File: config.mk
export PLATFORM = sky130hd
export DESIGN_NAME = mem_port_arbiter_flat
export DESIGN_NICKNAME = d
export VERILOG_FILES = /design/src/rtl/mem_port_arbiter_if.sv /design/src/rtl/mem_port_arbiter.sv /design/src/flat_wrapper.sv
export SDC_FILE = /design/constraint.sdc
export NUM_CORES = 1
export LEC_CHECK = 0
export BUFFER_PORTS_ARGS = -buffer_cell sky130_fd_sc_hd__buf_4
export CORE_UTILIZATION = 41
export CTS_CLUSTER_SIZE = 10
export DETAILED_ROUTE_END_ITERATION = 10
export GPL_TIMING_DRIVEN = 1
export PLACE_DENSITY_LB_ADDON = 0.3
export SLEW_MARGIN = 5
export SYNTH_ARGS = -nofsm -noshare
export SYNTH_HDL_FRONTEND = slang
export SYNTH_SLANG_ARGS = --single-unit
File: constraint.sdc
create_clock -name clk -period 1.5 [get_ports clk]
set_input_delay 0.225 -clock clk [delete_from_list [all_inputs] [get_ports clk]]
set_output_delay 0.225 -clock clk [all_outputs]
set_load 0.05 [all_outputs]
File: src/rtl/mem_port_arbiter_if.sv
// ---------------------------------------------------------------------------
// mem_port_arbiter_if
//   Bundles every signal that the fetch, data and memory ports of
//   mem_port_arbiter exchange with the outside world.
//
//   Parameter
//     ADDR_W      byte address width of if_addr, d_addr and mem_addr
//
//   Fetch port   : if_req, if_addr        -> arbiter
//                  if_rdata, if_valid     <- arbiter
//   Data port    : d_req, d_we, d_func3, d_addr, d_wdata -> arbiter
//                  d_rdata, d_valid       <- arbiter
//   Memory port  : mem_req, mem_we, mem_func3, mem_addr, mem_wdata <- arbiter
//                  mem_rdata, mem_ack     -> arbiter
//   Pipeline     : stall                  <- arbiter
//
//   Modports
//     slave   the arbiter's view of the bundle
//     master  the environment's view (core + memory), the mirror of slave
// ---------------------------------------------------------------------------
interface mem_port_arbiter_if #(
  parameter int ADDR_W = 32
);

  // fetch port
  logic              if_req;
  logic [ADDR_W-1:0] if_addr;
  logic [31:0]       if_rdata;
  logic              if_valid;

  // data port
  logic              d_req;
  logic              d_we;
  logic [2:0]        d_func3;
  logic [ADDR_W-1:0] d_addr;
  logic [31:0]       d_wdata;
  logic [31:0]       d_rdata;
  logic              d_valid;

  // shared memory port
  logic              mem_req;
  logic              mem_we;
  logic [2:0]        mem_func3;
  logic [ADDR_W-1:0] mem_addr;
  logic [31:0]       mem_wdata;
  logic [31:0]       mem_rdata;
  logic              mem_ack;

  // pipeline freeze
  logic              stall;

  modport slave (
    input  if_req, if_addr,
    output if_rdata, if_valid,
    input  d_req, d_we, d_func3, d_addr, d_wdata,
    output d_rdata, d_valid,
    output mem_req, mem_we, mem_func3, mem_addr, mem_wdata,
    input  mem_rdata, mem_ack,
    output stall
  );

  modport master (
    output if_req, if_addr,
    input  if_rdata, if_valid,
    output d_req, d_we, d_func3, d_addr, d_wdata,
    input  d_rdata, d_valid,
    input  mem_req, mem_we, mem_func3, mem_addr, mem_wdata,
    output mem_rdata, mem_ack,
    input  stall
  );

endinterface

File: src/rtl/mem_port_arbiter.sv
// ---------------------------------------------------------------------------
// mem_port_arbiter
//   Shares one single-outstanding memory port between an instruction-fetch
//   requester and a data (load/store) requester.
//
//   Ports
//     clk        single clock
//     rst        asynchronous reset, active low (0 = reset)
//     bus        mem_port_arbiter_if.slave: fetch port, data port, memory
//                port and the combinational stall output
//
//   Operation
//     Requests are only looked at in IDLE.  The winner's address, write
//     enable, width code and store data are captured into the mem_* output
//     registers, so everything the memory sees is registered and stays fixed
//     for the whole access regardless of what the requester does afterwards.
//     mem_req is held from the cycle after the grant up to and including the
//     cycle mem_ack is seen.  The requester's valid pulses the cycle after
//     mem_ack; that cycle never grants, leaving one idle bubble between
//     accesses.
//
//   Tie-break
//     MEM_ARB_ROUND_ROBIN_EN undefined : data port always wins a tie.
//     MEM_ARB_ROUND_ROBIN_EN defined   : on a tie, the port not granted last
//                                        wins; a lone requester always wins.
//
//   States
//     IDLE    | no access open; sample requests and grant
//     SRV_IF  | fetch access open on the memory port, waiting for mem_ack
//     SRV_D   | data access open on the memory port, waiting for mem_ack
// ---------------------------------------------------------------------------
module mem_port_arbiter #(
  parameter int ADDR_W = 32
) (
  input  logic              clk,
  input  logic              rst,
  mem_port_arbiter_if.slave bus
);

  localparam logic [2:0] FUNC3_LW = 3'b010;

  typedef enum logic [1:0] {
    IDLE   = 2'd0,
    SRV_IF = 2'd1,
    SRV_D  = 2'd2
  } state_t;

  state_t            state_q,     state_d;
  logic              mem_req_q,   mem_req_d;
  logic              mem_we_q,    mem_we_d;
  logic [2:0]        mem_func3_q, mem_func3_d;
  logic [ADDR_W-1:0] mem_addr_q,  mem_addr_d;
  logic [31:0]       mem_wdata_q, mem_wdata_d;
  logic [31:0]       if_rdata_q,  if_rdata_d;
  logic              if_valid_q,  if_valid_d;
  logic [31:0]       d_rdata_q,   d_rdata_d;
  logic              d_valid_q,   d_valid_d;

  logic              grant_any;
  logic              grant_d;

`ifdef MEM_ARB_ROUND_ROBIN_EN
  // 1 = data port received the most recent grant, 0 = fetch port
  logic              last_d_q,    last_d_d;
`endif

  // -------------------------------------------------------------------------
  // Arbitration.  The valid cycle is excluded: the requester that was just
  // served still shows its request in that cycle, and granting it again would
  // start a duplicate access.
  // -------------------------------------------------------------------------
  always_comb begin
    grant_any = 1'b0;
    grant_d   = 1'b0;
    if ((state_q == IDLE) && !if_valid_q && !d_valid_q) begin
      grant_any = bus.if_req | bus.d_req;
`ifdef MEM_ARB_ROUND_ROBIN_EN
      grant_d   = bus.d_req & (~bus.if_req | ~last_d_q);
`else
      grant_d   = bus.d_req;
`endif
    end
  end

`ifdef MEM_ARB_ROUND_ROBIN_EN
  always_comb begin
    last_d_d = last_d_q;
    if (grant_any) begin
      last_d_d = grant_d;
    end
  end
`endif

  // -------------------------------------------------------------------------
  // Next-state and registered outputs
  // -------------------------------------------------------------------------
  always_comb begin
    state_d     = state_q;
    mem_req_d   = mem_req_q;
    mem_we_d    = mem_we_q;
    mem_func3_d = mem_func3_q;
    mem_addr_d  = mem_addr_q;
    mem_wdata_d = mem_wdata_q;
    if_rdata_d  = if_rdata_q;
    d_rdata_d   = d_rdata_q;
    if_valid_d  = 1'b0;
    d_valid_d   = 1'b0;

    case (state_q)
      IDLE: begin
        // mem_ack seen here is spurious and deliberately ignored
        if (grant_any) begin
          mem_req_d = 1'b1;
          if (grant_d) begin
            state_d     = SRV_D;
            mem_we_d    = bus.d_we;
            mem_func3_d = bus.d_func3;
            mem_addr_d  = bus.d_addr;
            mem_wdata_d = bus.d_wdata;
          end else begin
            state_d     = SRV_IF;
            mem_we_d    = 1'b0;
            mem_func3_d = FUNC3_LW;
            mem_addr_d  = bus.if_addr;
            mem_wdata_d = 32'd0;
          end
        end
      end

      SRV_IF: begin
        if (bus.mem_ack) begin
          state_d    = IDLE;
          mem_req_d  = 1'b0;
          if_rdata_d = bus.mem_rdata;
          if_valid_d = 1'b1;
        end
      end

      SRV_D: begin
        if (bus.mem_ack) begin
          state_d   = IDLE;
          mem_req_d = 1'b0;
          d_valid_d = 1'b1;
          // a store returns no data; keep the last load result visible
          if (!mem_we_q) begin
            d_rdata_d = bus.mem_rdata;
          end
        end
      end

      default: begin
        state_d   = IDLE;
        mem_req_d = 1'b0;
      end
    endcase
  end

  // -------------------------------------------------------------------------
  // State register.  Reset drops mem_req at once and wipes the valid
  // registers, so an access cut short by reset never reports completion.
  // -------------------------------------------------------------------------
  always_ff @(posedge clk or negedge rst) begin
    if (!rst) begin
      state_q     <= IDLE;
      mem_req_q   <= 1'b0;
      mem_we_q    <= 1'b0;
      mem_func3_q <= 3'd0;
      mem_addr_q  <= '0;
      mem_wdata_q <= 32'd0;
      if_rdata_q  <= 32'd0;
      if_valid_q  <= 1'b0;
      d_rdata_q   <= 32'd0;
      d_valid_q   <= 1'b0;
    end else begin
      state_q     <= state_d;
      mem_req_q   <= mem_req_d;
      mem_we_q    <= mem_we_d;
      mem_func3_q <= mem_func3_d;
      mem_addr_q  <= mem_addr_d;
      mem_wdata_q <= mem_wdata_d;
      if_rdata_q  <= if_rdata_d;
      if_valid_q  <= if_valid_d;
      d_rdata_q   <= d_rdata_d;
      d_valid_q   <= d_valid_d;
    end
  end

`ifdef MEM_ARB_ROUND_ROBIN_EN
  // after reset the fetch port counts as last granted, so the first tie
  // goes to the data port
  always_ff @(posedge clk or negedge rst) begin
    if (!rst) begin
      last_d_q <= 1'b0;
    end else begin
      last_d_q <= last_d_d;
    end
  end
`endif

  // -------------------------------------------------------------------------
  // Outputs
  // -------------------------------------------------------------------------
  assign bus.mem_req   = mem_req_q;
  assign bus.mem_we    = mem_we_q;
  assign bus.mem_func3 = mem_func3_q;
  assign bus.mem_addr  = mem_addr_q;
  assign bus.mem_wdata = mem_wdata_q;
  assign bus.if_rdata  = if_rdata_q;
  assign bus.if_valid  = if_valid_q;
  assign bus.d_rdata   = d_rdata_q;
  assign bus.d_valid   = d_valid_q;

  // freeze the pipeline while any requester is still waiting for its valid
  assign bus.stall = (bus.if_req & ~if_valid_q) | (bus.d_req & ~d_valid_q);

endmodule
File: src/flat_wrapper.sv
// flat-port wrapper written by rule: the top's interface ports become plain ports
module mem_port_arbiter_flat 
#(
  parameter int ADDR_W = 32
)
  (clk, rst, bus_if_req, bus_if_addr, bus_if_rdata, bus_if_valid, bus_d_req, bus_d_we, bus_d_func3, bus_d_addr, bus_d_wdata, bus_d_rdata, bus_d_valid, bus_mem_req, bus_mem_we, bus_mem_func3, bus_mem_addr, bus_mem_wdata, bus_mem_rdata, bus_mem_ack, bus_stall);
  mem_port_arbiter_if #(.ADDR_W(ADDR_W)) bus_i ();
  input  logic clk;
  input  logic rst;
  input wire logic [$bits(bus_i.if_req)-1:0] bus_if_req;
  input wire logic [$bits(bus_i.if_addr)-1:0] bus_if_addr;
  output wire logic [$bits(bus_i.if_rdata)-1:0] bus_if_rdata;
  output wire logic [$bits(bus_i.if_valid)-1:0] bus_if_valid;
  input wire logic [$bits(bus_i.d_req)-1:0] bus_d_req;
  input wire logic [$bits(bus_i.d_we)-1:0] bus_d_we;
  input wire logic [$bits(bus_i.d_func3)-1:0] bus_d_func3;
  input wire logic [$bits(bus_i.d_addr)-1:0] bus_d_addr;
  input wire logic [$bits(bus_i.d_wdata)-1:0] bus_d_wdata;
  output wire logic [$bits(bus_i.d_rdata)-1:0] bus_d_rdata;
  output wire logic [$bits(bus_i.d_valid)-1:0] bus_d_valid;
  output wire logic [$bits(bus_i.mem_req)-1:0] bus_mem_req;
  output wire logic [$bits(bus_i.mem_we)-1:0] bus_mem_we;
  output wire logic [$bits(bus_i.mem_func3)-1:0] bus_mem_func3;
  output wire logic [$bits(bus_i.mem_addr)-1:0] bus_mem_addr;
  output wire logic [$bits(bus_i.mem_wdata)-1:0] bus_mem_wdata;
  input wire logic [$bits(bus_i.mem_rdata)-1:0] bus_mem_rdata;
  input wire logic [$bits(bus_i.mem_ack)-1:0] bus_mem_ack;
  output wire logic [$bits(bus_i.stall)-1:0] bus_stall;
  assign bus_i.if_req = bus_if_req;
  assign bus_i.if_addr = bus_if_addr;
  assign bus_if_rdata = bus_i.if_rdata;
  assign bus_if_valid = bus_i.if_valid;
  assign bus_i.d_req = bus_d_req;
  assign bus_i.d_we = bus_d_we;
  assign bus_i.d_func3 = bus_d_func3;
  assign bus_i.d_addr = bus_d_addr;
  assign bus_i.d_wdata = bus_d_wdata;
  assign bus_d_rdata = bus_i.d_rdata;
  assign bus_d_valid = bus_i.d_valid;
  assign bus_mem_req = bus_i.mem_req;
  assign bus_mem_we = bus_i.mem_we;
  assign bus_mem_func3 = bus_i.mem_func3;
  assign bus_mem_addr = bus_i.mem_addr;
  assign bus_mem_wdata = bus_i.mem_wdata;
  assign bus_i.mem_rdata = bus_mem_rdata;
  assign bus_i.mem_ack = bus_mem_ack;
  assign bus_stall = bus_i.stall;
  mem_port_arbiter #(.ADDR_W(ADDR_W)) u_core (.clk(clk), .rst(rst), .bus(bus_i));
endmodule
== Yosys cells after proc, flatten, opt, wreduce, memory -nomap -nowiden ==
Cells that the tools add are included.

* Flip-flop bits (word level): 137

* Mux-type cells: 16
* Bitwise operators: 7
* Equality and inequality tests: 4
* Reduce and logical (&&, ||, !) cells: 10

{| class="wikitable"
|+ Operator list
! cell !! count
|-
| 32-bit two-way mux || 2
|-
| 1-bit two-way mux || 8
|-
| 2-bit two-way mux || 3
|-
| 2-bit AND reduction || 3
|-
| 2-bit by 1-bit != test with 1-bit output, second input constant || 2
|-
| 2-bit case mux with 2 select lines || 1
|-
| 3-bit two-way mux || 1
|-
| 1-bit inverter || 3
|-
| 3-bit AND reduction || 1
|-
| 1-bit AND || 2
|-
| 2-bit by 1-bit equality test with 1-bit output, second input constant || 1
|-
| 2-bit equality test, second input constant || 1
|-
| 1-bit logical AND || 2
|-
| 1-bit zero test || 2
|-
| 2-bit zero test || 1
|-
| 1-bit OR || 2
|-
| 1-bit case mux with 2 select lines || 1
|-
| 2-bit OR reduction || 1
|}

== Logic depth before layout (Yosys ltp) ==
Gate-level depths: netlist (run 1).

* Word-level depth: 7
* Mapped depth: 7
* Depth with buffers taken out: 5

== Least setup slack after synthesis (run 1) ==
OpenSTA, ideal clock, no wires.

* Path kind: register -> output
* From: reg u_core.d_valid_q (netlist: u_core.bus.d_valid)
* To: out bus_stall
* Setup slack: -0.184 ns
* Data arrival time: 1.459 ns
* Cell stages (with the launch flop): 2
* Required time: 1.275 ns
* Path buffers: 0
* Path through: dfrtp_1 -> o22ai_1

* Cells in the longest elaborated chain, start to end: 3

{| class="wikitable"
|+ Ends and longest elaborated chain
! element !! line !! source
|-
| start: declaration || mem_port_arbiter.sv:57 || <nowiki>logic d_valid_q, d_valid_d;</nowiki>
|-
| start signal: assignment || mem_port_arbiter.sv:184 || <nowiki>d_valid_q <= d_valid_d;</nowiki>
|-
| 1-bit inverter || mem_port_arbiter.sv:214 || <nowiki>assign bus.stall = (bus.if_req & ~if_valid_q) | (bus.d_req & ~d_valid_q);</nowiki>
|-
| 1-bit AND || mem_port_arbiter.sv:214 ||
|-
| 1-bit OR || mem_port_arbiter.sv:214 ||
|-
| end: declaration || flat_wrapper.sv:28 || <nowiki>output wire logic [$bits(bus_i.stall)-1:0] bus_stall;</nowiki>
|}

Every way passes these cells.

== Worst setup path in the final report (run 1) ==
* From: reg u_core.state_q[1]
* To: reg u_core.mem_addr_q[25] (netlist: u_core.bus.mem_addr[25])

* Cells in the longest elaborated chain, start to end: 5
* Elaborated cells on any way between the ends: 7
* Those cells by class: 3 x mux; 4 x reduce/logical

{| class="wikitable"
|+ Ends and longest elaborated chain
! element !! line !! source
|-
| start: declaration || mem_port_arbiter.sv:48 || <nowiki>state_t state_q, state_d;</nowiki>
|-
| start signal: assignment || mem_port_arbiter.sv:175 || <nowiki>state_q <= state_d;</nowiki>
|-
| 2-bit zero test * || mem_port_arbiter.sv:75, mem_port_arbiter.sv:109 ||
|-
| 1-bit logical AND (2 in a row) || mem_port_arbiter.sv:75 || <nowiki>if ((state_q == IDLE) && !if_valid_q && !d_valid_q) begin</nowiki>
|-
| 1-bit two-way mux || mem_port_arbiter.sv:75 ||
|-
| 32-bit two-way mux / 2-bit AND reduction (equally long branches) || - ||
|-
| end signal: assignment || mem_port_arbiter.sv:179 || <nowiki>mem_addr_q <= mem_addr_d;</nowiki>
|-
| end: declaration || mem_port_arbiter.sv:52 || <nowiki>logic [ADDR_W-1:0] mem_addr_q, mem_addr_d;</nowiki>
|}

Every way passes the cells marked *; elsewhere a longest branch is shown, timed or not.
A chain may end at the register's enable or synchronous reset.

==> impl_metrics.yaml, run 1 <==
synthesis:
  synth_edf_count: 0
  yosys.cell_count.top_type: "sky130_fd_sc_hd__dfrtp_1"
  netlist_top_cells_area: "sky130_fd_sc_hd__dfrtp_1 63%, sky130_fd_sc_hd__mux2_1 13%, sky130_fd_sc_hd__a22o_1 5.6%"
  synth_largest_type_area_fraction: 0.627
  yosys-top-cells-count: "137 x sky130_fd_sc_hd__dfrtp_1, 64 x sky130_fd_sc_hd__mux2_1, 35 x sky130_fd_sc_hd__a22o_1, 34 x sky130_fd_sc_hd__nand2_1, 32 x sky130_fd_sc_hd__a22oi_1"
  syn_inst: 393
  synthArstFlopShare: 1.00
  synth_warnings: 0
  ys_seq_elements: 137
  mappedNetlistNets: 533
  synthDominantAreaCellType: "sky130_fd_sc_hd__dfrtp_1"
  avgSynthCellArea_um2: 13.9
  postSynth.topFlopCell: "sky130_fd_sc_hd__dfrtp_1"
  ys_seq_area_frac: 0.627
  post_synth_instance_area_um2: 5470
  synth_cell_type_count: 31
final_layout:
  final_layout_size_suffix_gt1_frac: 0.561
  layout.area.seq_um2: 3430
  multiInputGateArea_um2: 2090
  area_growth_pct: 64.4
  post-route-cell-area_um2: 9000
  fin_nets: 835
  filler_cell_count: 914
  instances_no_fill: 880
  n_antenna_cell: 0
  post-route-util: 0.702
detailed_routing:
  initialDrtViolationCount: 332
  drt-pass1-iter-count: 6
  wl_per_cell_um: 18.7
  avgViaCountPerCell: 5.24
  wirelength_um: 16500
  via_count: 4613
  post-route-drc-count: 0
  ant_nets: 0
sta:
  clock-skew-final_ps: 9.57
  finalCritPeriodShare: 1.10
  layout_min_cycle_time_ps: 1640
  worst_slew_pin_slew_ps: 545
  highest_clock_rate_mhz: 608
  grt_setup_unrepaired: "yes"
  max_slew_margin: 0.637
  setup_tns_ps: -8280
  final_number_of_max_transition_violations: 0
  post-route-worst-setup-slack_ps: -144
  timing.final.hold_violations: 0
  setup_violations: 133
flow_run:
  drv.max_cap_violation_count: 0
setup_path:
  crit_fanout: 33
  worst_path_dominant_cell_family: "simple AND/OR/NAND/NOR gates"
  endpoint_kind: "register"
  cpMaxStageDelayCell: "sky130_fd_sc_hd__dfrtp_1"
  largest_stage_delay_on_the_critical_path_ps: 410
  cp_cell_sequence: "inv_2, ha_4, or3b_4, buf_12, a22oi_1, nand2_1"
  crit_type: "register to register"
  critical_path.startpoint_type: "register"
  cp_data_arrival_time_ps: 1930
  critical_path_required_ps: 1790
  critical_path.n_buffers_inverters: 2
clock_tree:
  insertion_delay_to_the_later_sink_of_the_worst_skew_pair_ps: 410
  cts_num_sinks: 137
  cts_tree: "done"
  number_of_buffers_created_by_cts: 17
  bufs_on_longest_clock_path: 2
  clockRootBuffer: "sky130_fd_sc_hd__clkbuf_16"
  path_clk_slew_ps: 60
  cts_htree_levels: 4
global_routing:
  number_of_global_route_vias_before_repair: 4570
  overflow: 0
  groute.usage.overall: 0.228
  grt_max_degree: 95
  antenna_found_initial: 0
  first_pass_grt_wire_length_um: 24400
floorplan:
  fp.dieH_um: 118
  fp.dieArea_um2: 13800
  core-area_um2: 12800
  io_count: 273
  num_rows: 41
  start_util: 0.427
  dieWidth_um: 118
run_status:
  failed_checks: "setup timing"
  outcome: "complete, but fails checks"
place:
  gp_congestion: 0.794
  placed_cells: 826
  placed_cell_area_um2: 7950
  detailed_place_hpwl_um: 10600
  port-buffer-count: 272
hold_path:
  hold_path_class: "primary input to register"
power:
  vdd.ir_drop.worst_uv: 1450
  power-per-cell-area_nw_per_um2: 2900
  power.static_leakage_uw: 0.00454
==> metrics by stage <==
step	total power, µW	worst slack (ps)	hold slack, ps
after floorplan	16400	-95.9	-70.6
after global placement	20600	-84.1	325
after detailed placement	20900	-155	333
after CTS	25300	-130	7.10
after global routing	27100	-179	16.2
final	26100	-144	23.3
==> worst register-to-register path: stages (launching register included) <==
cell                      delay (ps)
sky130_fd_sc_hd__dfrtp_1         410
sky130_fd_sc_hd__inv_2            90
sky130_fd_sc_hd__ha_4            150
sky130_fd_sc_hd__or3b_4          390
sky130_fd_sc_hd__buf_12          190
sky130_fd_sc_hd__a22oi_1         210
sky130_fd_sc_hd__nand2_1          90
==> state kept, by name, indices dropped and copies added, names as in the netlist <==
register / cells
u_core.bus.mem_wdata: 32
u_core.bus.mem_func3: 3
u_core.bus.mem_req: 1
u_core.bus.mem_addr: 32
u_core.bus.d_rdata: 32
u_core.state_q: 2
u_core.bus.mem_we: 1
u_core.bus.if_valid: 1
u_core.bus.if_rdata: 32
u_core.bus.d_valid: 1
==> area by class of cell <==
type,instances,share of cell area
Clock inverter,11,0.0135
Timing Repair Buffer,313,0.295
Sequential cell,137,0.381
Multi-Input combinational cell,220,0.233
Clock buffer,21,0.0512
Tap cell,172,0.0239
Inverter,6,0.00250
==> cell families after synthesis <==
| kind of cell | synth area share |
|---|---|
| AO/OA/AOI/OAI | 0.160 |
| adder cells (fa/ha/maj) | 0.00686 |
| buffers and inverters | 0.0322 |
| flip-flops | 0.627 |
| multiplexers | 0.134 |
| AND/OR/NAND/NOR | 0.0405 |
==> what timing repair did <==
action | 4_1_cts | 5_1_grt
gates resized for setup | 17 | 17
cloned | 3 | 8
pin swaps | 1 | 36
hold endpoints to repair | 137 | 0
setup buffers | 1 | 9
setup endpoints to repair | 134 | 130
hold buffers | 1 | 0
==> path summary, 6_finish.rpt <==
check	startpoint	end	slack, ps	depth (start not counted)
setup / recovery	u_core.state_q[1]$_DFFE_PN0P_	u_core.bus.mem_addr[25]$_DFFE_PN0P_	-140	6
max in group asynchronous	rst	u_core.bus.mem_wdata[20]$_DFFE_PN0P_	650	3
min in group asynchronous	rst	u_core.bus.d_rdata[26]$_DFFE_PN0P_	430	3
hold / removal	bus_d_func3[2]	u_core.bus.mem_func3[2]$_DFFE_PN0P_	20	2
setup reg to reg	u_core.state_q[1]$_DFFE_PN0P_	u_core.bus.mem_addr[25]$_DFFE_PN0P_	-140	6
hold reg to reg	u_core.bus.if_rdata[0]$_DFFE_PN0P_	u_core.bus.if_rdata[0]$_DFFE_PN0P_	490	1
==> layer usage <==
metal  up-vias  GRT usage  routed length, µm
met4         0      0.108                491
met2       188      0.382               8450
met5         -          0                  0
met1      2288      0.272               6580
met3        37     0.0620                940
li1       2100          -                  -
==> layout by cell type (no fill, tap or decap), types with 3 or more instances in the layout <==
cell | Yosys | routed
sky130_fd_sc_hd__buf_4 | 0 | 286
sky130_fd_sc_hd__dfrtp_1 | 137 | 135
sky130_fd_sc_hd__a22o_1 | 35 | 35
sky130_fd_sc_hd__nand2_1 | 34 | 33
sky130_fd_sc_hd__mux2_4 | 0 | 32
sky130_fd_sc_hd__mux2_1 | 64 | 32
sky130_fd_sc_hd__a32oi_1 | 31 | 31
sky130_fd_sc_hd__a22oi_1 | 32 | 25
sky130_fd_sc_hd__clkbuf_16 | 0 | 21
sky130_fd_sc_hd__buf_12 | 0 | 11
sky130_fd_sc_hd__a22oi_2 | 0 | 7
sky130_fd_sc_hd__buf_6 | 3 | 7
sky130_fd_sc_hd__clkinvlp_4 | 0 | 5
sky130_fd_sc_hd__inv_1 | 5 | 4
sky130_fd_sc_hd__clkinv_2 | 0 | 3
sky130_fd_sc_hd__buf_16 | 0 | 3
==> power by group <==
part	switching, µW	total (µW)	internal [µW]
clock network	1550	4080	2530
logic	9580	15300	5760
registers	1200	6720	5520
Note: power is estimated with default switching activity, not from simulation.
==> run 2, diff against run 1 <==
--- a/config.mk
+++ b/config.mk
@@ -11,6 +11,7 @@
 export DETAILED_ROUTE_END_ITERATION = 10
 export GPL_TIMING_DRIVEN = 1
 export PLACE_DENSITY_LB_ADDON = 0.3
+export REMOVE_ABC_BUFFERS = 1
 export SLEW_MARGIN = 5
 export SYNTH_ARGS = -nofsm -noshare
 export SYNTH_HDL_FRONTEND = slang
==> impl_metrics.yaml, run 2 (synthesis gave the netlist of run 1 again) <==
run_status:
  outcome: "complete, but fails checks"
  failed_checks: "setup timing"
setup_path:
  cp_cell_sequence: "buf_4, ha_4, and2_4, nand2b_4, buf_12, buf_12, mux2_4"
  cpMostUsedCell: "sky130_fd_sc_hd__buf_12"
  crit_fanout: 8
  cp_data_arrival_time_ps: 2010
  largest_stage_delay_on_the_critical_path_ps: 420
  endpoint_kind: "register"
  critical_path.startpoint_type: "register"
  cpMaxStageDelayCell: "sky130_fd_sc_hd__dfrtp_1"
  crit_type: "register to register"
  critical_path_required_ps: 1800
clock_tree:
  insertion_delay_to_the_later_sink_of_the_worst_skew_pair_ps: 420
  clockRootBuffer: "sky130_fd_sc_hd__clkbuf_16"
  cts_num_sinks: 137
  number_of_buffers_created_by_cts: 17
  cts_htree_levels: 4
  path_clk_slew_ps: 60
  cts_tree: "done"
  bufs_on_longest_clock_path: 2
final_layout:
  area_growth_pct: 73.3
  fin_nets: 846
  layout.area.seq_um2: 3430
  instances_no_fill: 891
  filler_cell_count: 839
  final_layout_size_suffix_gt1_frac: 0.636
  post-route-util: 0.739
  mostFrequentLayoutCell: "sky130_fd_sc_hd__buf_4"
  multiInputGateArea_um2: 2340
  mostFrequentLayoutCells: "287 x sky130_fd_sc_hd__buf_4, 137 x sky130_fd_sc_hd__dfrtp_1, 64 x sky130_fd_sc_hd__mux2_4"
  n_antenna_cell: 0
sta:
  layout_min_cycle_time_ps: 1720
  finalCritPeriodShare: 1.14
  highest_clock_rate_mhz: 583
  timing.final.hold_violations: 0
  setup_tns_ps: -17190
  final_number_of_max_transition_violations: 0
  max_slew_margin: 0.755
  grt_setup_unrepaired: "yes"
  fin_worst_hold_slack_ps: 16.2
  post-route-worst-setup-slack_ps: -215
  worst_slew_pin_slew_ps: 366
  clock-skew-final_ps: 6.58
  setup_violations: 132
hold_path:
  hold_path_class: "primary input to register"
place:
  detailed_place_hpwl_um: 11200
  placed_cells: 831
  port-buffer-count: 272
  gp_congestion: 0.864
  dpl_worst_slack_ps: -202
floorplan:
  core-area_um2: 12800
  start_util: 0.427
  num_rows: 41
  dieWidth_um: 118
  fp.dieArea_um2: 13800
  io_count: 273
  fp.dieH_um: 118
global_routing:
  antenna_found_initial: 0
  first_pass_grt_wire_length_um: 27100
  grt_max_degree: 45
  number_of_global_route_vias_before_repair: 4857
  groute.usage.overall: 0.258
  overflow: 0
power:
  power-per-cell-area_nw_per_um2: 2970
  vdd.ir_drop.worst_uv: 1420
  power.static_leakage_uw: 0.00482
detailed_routing:
  wl_per_cell_um: 21.2
  initialDrtViolationCount: 331
  drt-pass1-iter-count: 5
  ant_nets: 0
  avgViaCountPerCell: 5.40
  wirelength_um: 18900
  via_count: 4811
  post-route-drc-count: 0
flow_run:
  drv.max_cap_violation_count: 0
run 2: changes by cell type in the layout (fill, tap and decap cells not counted), moves of 3 or more:
cell                       previous run  this run
sky130_fd_sc_hd__mux2_4              32        64
sky130_fd_sc_hd__clkinv_4             0         3
sky130_fd_sc_hd__a22oi_1             25         8
sky130_fd_sc_hd__a22oi_2              7        24
sky130_fd_sc_hd__mux2_1              32         0
sky130_fd_sc_hd__buf_16               3         6
run 2: repair_timing:
item                                    CTS  global route
pin swaps                                26            41
resized for setup                        58            65
hold buffers                              3             0
endpoints found under the hold margin    31             0
gates cloned                              7             9
endpoints found under the setup margin  134           135
buffers inserted                         10             1
run 2: power by group:
group / total (µW) / leakage (µW) / switching [µW] / internal, µW
combinational: 17000 / 0.00286 / 10200 / 6810
sequential: 6780 / 0.00167 / 1260 / 5520
clock: 4370 / 0.000292 / 1660 / 2720
total: 28100 / 0.00482 / 13100 / 15000
run 2: layer usage:
layer | vias up | track usage | share of wire
met2 | 221 | 0.433 | 0.52
met3 | 41 | 0.0552 | 0.051
met1 | 2432 | 0.315 | 0.40
met5 | - | 0 | 0
li1 | 2117 | - | -
met4 | 0 | 0.125 | 0.030
run 2: path summary, 6_finish.rpt:
kind                                                           from                             endpoint  slack, ps  cells after the start
worst min register to register  u_core.bus.if_rdata[30]$_DFFE_PN0P_  u_core.bus.if_rdata[30]$_DFFE_PN0P_        510                      1
worst max register to register        u_core.state_q[1]$_DFFE_PN0P_   u_core.bus.d_rdata[13]$_DFFE_PN0P_       -220                      7
worst max-delay path                  u_core.state_q[1]$_DFFE_PN0P_   u_core.bus.d_rdata[13]$_DFFE_PN0P_       -220                      7
worst min-delay path                                 bus_d_addr[11]  u_core.bus.mem_addr[11]$_DFFE_PN0P_         20                      3
min in group asynchronous                                       rst   u_core.bus.if_rdata[8]$_DFFE_PN0P_        280                      2
max in group asynchronous                                       rst  u_core.bus.if_rdata[13]$_DFFE_PN0P_        640                      3
run 2: final cells by class:
type | instances | area share
sequential | 137 | 0.362
timing repair buffer | 324 | 0.301
multi-input combinational | 220 | 0.247
clock buffer | 19 | 0.0478
tap | 172 | 0.0227
clock inverter | 13 | 0.0178
inverter | 6 | 0.00237
run 2: worst max-delay path, delay by kind of cell, from the launching register on:
family	cells	cell delay, ps
mux	1	300
flops	1	420
simple gates	2	300
buf+inv	3	410
fa+ha+maj	1	150
run 2: per-stage QoR:
stage | total power, µW | cell area [µm²]
after detailed placement | 20600 | 7880
after CTS | 26400 | 9060
after floorplan | 15600 | 5320
after global placement | 20200 | 7880
after global routing | 29200 | 9480
final | 28100 | 9480
==> run 3, diff against run 2 <==
--- a/config.mk
+++ b/config.mk
@@ -5,8 +5,9 @@
 export SDC_FILE = /design/constraint.sdc
 export NUM_CORES = 1
 export LEC_CHECK = 0
+export ABC_AREA = 1
 export BUFFER_PORTS_ARGS = -buffer_cell sky130_fd_sc_hd__buf_4
-export CORE_UTILIZATION = 41
+export CORE_UTILIZATION = 42
 export CTS_CLUSTER_SIZE = 10
 export DETAILED_ROUTE_END_ITERATION = 10
 export GPL_TIMING_DRIVEN = 1
==> constraint.sdc (replaced) <==
create_clock -name clk -period 1.5 [get_ports clk]
set_input_delay 0.225 -clock clk [delete_from_list [all_inputs] [get_ports clk]]
set_output_delay 0.225 -clock clk [all_outputs]
set_load 0.02 [all_outputs]
==> impl_metrics.yaml, run 3 <==
run_status:
  outcome: "complete, but fails checks"
  failed_checks: "setup timing"
detailed_routing:
  initialDrtViolationCount: 401
  drt-pass1-iter-count: 5
  avgViaCountPerCell: 4.89
  wl_per_cell_um: 16.6
  via_count: 5657
  ant_nets: 0
  post-route-drc-count: 0
  wirelength_um: 19200
floorplan:
  start_util: 0.436
  io_count: 273
  fp.dieH_um: 117
  fp.dieArea_um2: 13800
  core-area_um2: 12800
  num_rows: 41
  dieWidth_um: 117
global_routing:
  overflow: 0
  first_pass_grt_wire_length_um: 26200
  antenna_found_initial: 1
  number_of_global_route_vias_before_repair: 5372
  groute.usage.overall: 0.246
  grt_max_degree: 66
clock_tree:
  bufs_on_longest_clock_path: 2
  insertion_delay_to_the_later_sink_of_the_worst_skew_pair_ps: 420
  cts_htree_levels: 4
  cts_tree: "done"
  cts_num_sinks: 137
  path_clk_slew_ps: 60
  number_of_buffers_created_by_cts: 17
  clockRootBuffer: "sky130_fd_sc_hd__clkbuf_16"
power:
  power.static_leakage_uw: 0.00522
  pwr-share-comb: 0.486
  power_uw: 21000
  power.clock.fraction: 0.210
  power-per-cell-area_nw_per_um2: 2270
  vdd.ir_drop.worst_uv: 1320
  cellInternalPower_uw: 12500
  sequentialPowerShare: 0.304
  p_sw_frac: 0.405
  switchingPower_uw: 8500
setup_path:
  endpoint_kind: "register"
  crit_type: "register to register"
  crit_fanout: 17
  setup.reg_to_reg.worst_slack_ps: -10
  cp_data_arrival_time_ps: 1820
  critical_path_required_ps: 1810
  critical_path.startpoint_type: "register"
flow_run:
  drv.max_cap_violation_count: 0
sta:
  finalCritPeriodShare: 1.01
  setup_violations: 5
  worst_slew_pin_slew_ps: 348
  highest_clock_rate_mhz: 660
  max_slew_margin: 0.768
  setup_tns_ps: -30.4
  grt_setup_unrepaired: "yes"
  layout_min_cycle_time_ps: 1510
  clock-skew-final_ps: 5.97
  final_number_of_max_transition_violations: 0
  timing.final.hold_violations: 0
  post-route-worst-setup-slack_ps: -14.2
synthesis:
  synth_xor_area_frac: 0
  yosys-top-cells-count: "372 x sky130_fd_sc_hd__nand2_1, 137 x sky130_fd_sc_hd__dfrtp_1, 65 x sky130_fd_sc_hd__o21ai_0, 41 x sky130_fd_sc_hd__inv_1, 15 x sky130_fd_sc_hd__buf_2"
  synthDominantAreaCellType: "sky130_fd_sc_hd__dfrtp_1"
  synth_compound_area_frac: 0.0593
  largest_family_of_logic_cells_by_synthesized_area: "simple AND/OR/NAND/NOR gates"
  synth_warnings: 0
  synth_cell_type_count: 16
  synth_edf_count: 0
  netlist_top_cells_area: "sky130_fd_sc_hd__dfrtp_1 61%, sky130_fd_sc_hd__nand2_1 25%, sky130_fd_sc_hd__o21ai_0 5.8%"
  post_synth_instance_area_um2: 5590
  avgSynthCellArea_um2: 8.41
  share_of_synthesized_cell_area_in_and_or_nand_and_nor_gates: 0.260
  yosys.cell_count.top_type: "sky130_fd_sc_hd__nand2_1"
  synth_largest_type_area_fraction: 0.613
  synth_adder_area_share: 0.00671
  postSynth.topFlopCell: "sky130_fd_sc_hd__dfrtp_1"
  synthArstFlopShare: 1.00
  syn_inst: 665
  yosys-mux-area-fraction: 0
  ys_seq_area_frac: 0.613
  ys_seq_elements: 137
final_layout:
  final_layout_size_suffix_gt1_frac: 0.396
  area_growth_pct: 65.4
  mostFrequentLayoutCell: "sky130_fd_sc_hd__nand2_1"
  instances_no_fill: 1156
  multiInputGateArea_um2: 2010
  post-route-cell-area_um2: 9250
  filler_cell_count: 946
  layout.area.seq_um2: 3430
  fin_nets: 1111
  mostFrequentLayoutCells: "331 x sky130_fd_sc_hd__nand2_1, 279 x sky130_fd_sc_hd__buf_4, 137 x sky130_fd_sc_hd__dfrtp_1"
place:
  port-buffer-count: 272
  placed_cell_area_um2: 7930
  dpl_worst_slack_ps: 5.03
  detailed_place_hpwl_um: 11300
  gp_congestion: 0.803
  placed_cells: 1092
hold_path:
  hold_path_class: "primary input to register"
run 3: changes by cell type in the layout (fill, tap and decap cells not counted), sizes merged, moves of 32 or more:
cell and change:
mux2 -64, a22oi -32, nand2 +340, a22o -35, inv +36, o21ai +62
run 3: power by group through the flow:
stage	clock, µW	combinational, µW	sequential, µW
floorplan	0	2540	8250
detailed placement	0	8890	6320
finish	4410	10200	6380
CTS	4430	8910	6310
global placement	0	8730	6270
global route	4610	10900	6560
run 3: path summary, 6_finish.rpt:
kind,start,endpoint,cells past startpoint
worst min register to register,u_core.bus.mem_wdata[15]$_DFFE_PN0P_,u_core.bus.mem_wdata[15]$_DFFE_PN0P_,2
worst max register to register,u_core.state_q[1]$_DFFE_PN0P_,u_core.bus.mem_addr[24]$_DFFE_PN0P_,10
worst min-delay path,bus_d_wdata[12],u_core.bus.mem_wdata[12]$_DFFE_PN0P_,3
max in group asynchronous,rst,u_core.bus.mem_func3[0]$_DFFE_PN0P_,3
worst max-delay path,u_core.state_q[1]$_DFFE_PN0P_,u_core.bus.mem_addr[24]$_DFFE_PN0P_,10
min in group asynchronous,rst,u_core.bus.d_rdata[29]$_DFFE_PN0P_,2
run 3: what timing repair did:
action | CTS | global route
gates cloned | 0 | 12
hold buffers | 12 | 1
resized for setup | 1 | 77
setup buffers | 0 | 7
pin swaps | 0 | 39
setup endpoints to repair | 4 | 70
endpoints found under the hold margin | 41 | 1
run 3: per-stage QoR:
step	hold WS, ps	util
final	5.02	0.721
after global routing	-2.74	0.721
after CTS	1.10	0.676
after detailed placement	144	0.618
after global placement	145	0.618
after floorplan	-70.6	-
run 3: cells by family after synthesis:
kind of cell / after synthesis
AOI/OAI and AO/OA: 66
DFF: 137
and+or+nand+nor: 382
buffers and inverters: 77
adders and majority gates: 3
run 3: cell type report:
class | instances | area share
multi-input cells | 451 | 0.218
well taps | 172 | 0.0233
repair buffers | 320 | 0.302
inverters | 44 | 0.0195
clock buffers | 22 | 0.0523
flip-flops and latches | 137 | 0.371
clock inverters | 9 | 0.0150
diodes | 1 | 0.000271
run 3: critical path: stages, from the launching register on:
cell	delay, ps
sky130_fd_sc_hd__dfrtp_1	380
sky130_fd_sc_hd__inv_2	80
sky130_fd_sc_hd__ha_4	140
sky130_fd_sc_hd__inv_2	40
sky130_fd_sc_hd__nor2_4	150
sky130_fd_sc_hd__nand2_4	130
sky130_fd_sc_hd__clkbuf_16	220
sky130_fd_sc_hd__nand2_1	70
sky130_fd_sc_hd__nand2_1	50
sky130_fd_sc_hd__nand2_1	80
sky130_fd_sc_hd__nand2_1	60
run 3: metal layers:
layer / GRT usage / share of wire
met1: 0.276 / 0.37
met2: 0.406 / 0.49
met5: 0 / 0
met4: 0.141 / 0.048
met3: 0.0846 / 0.094
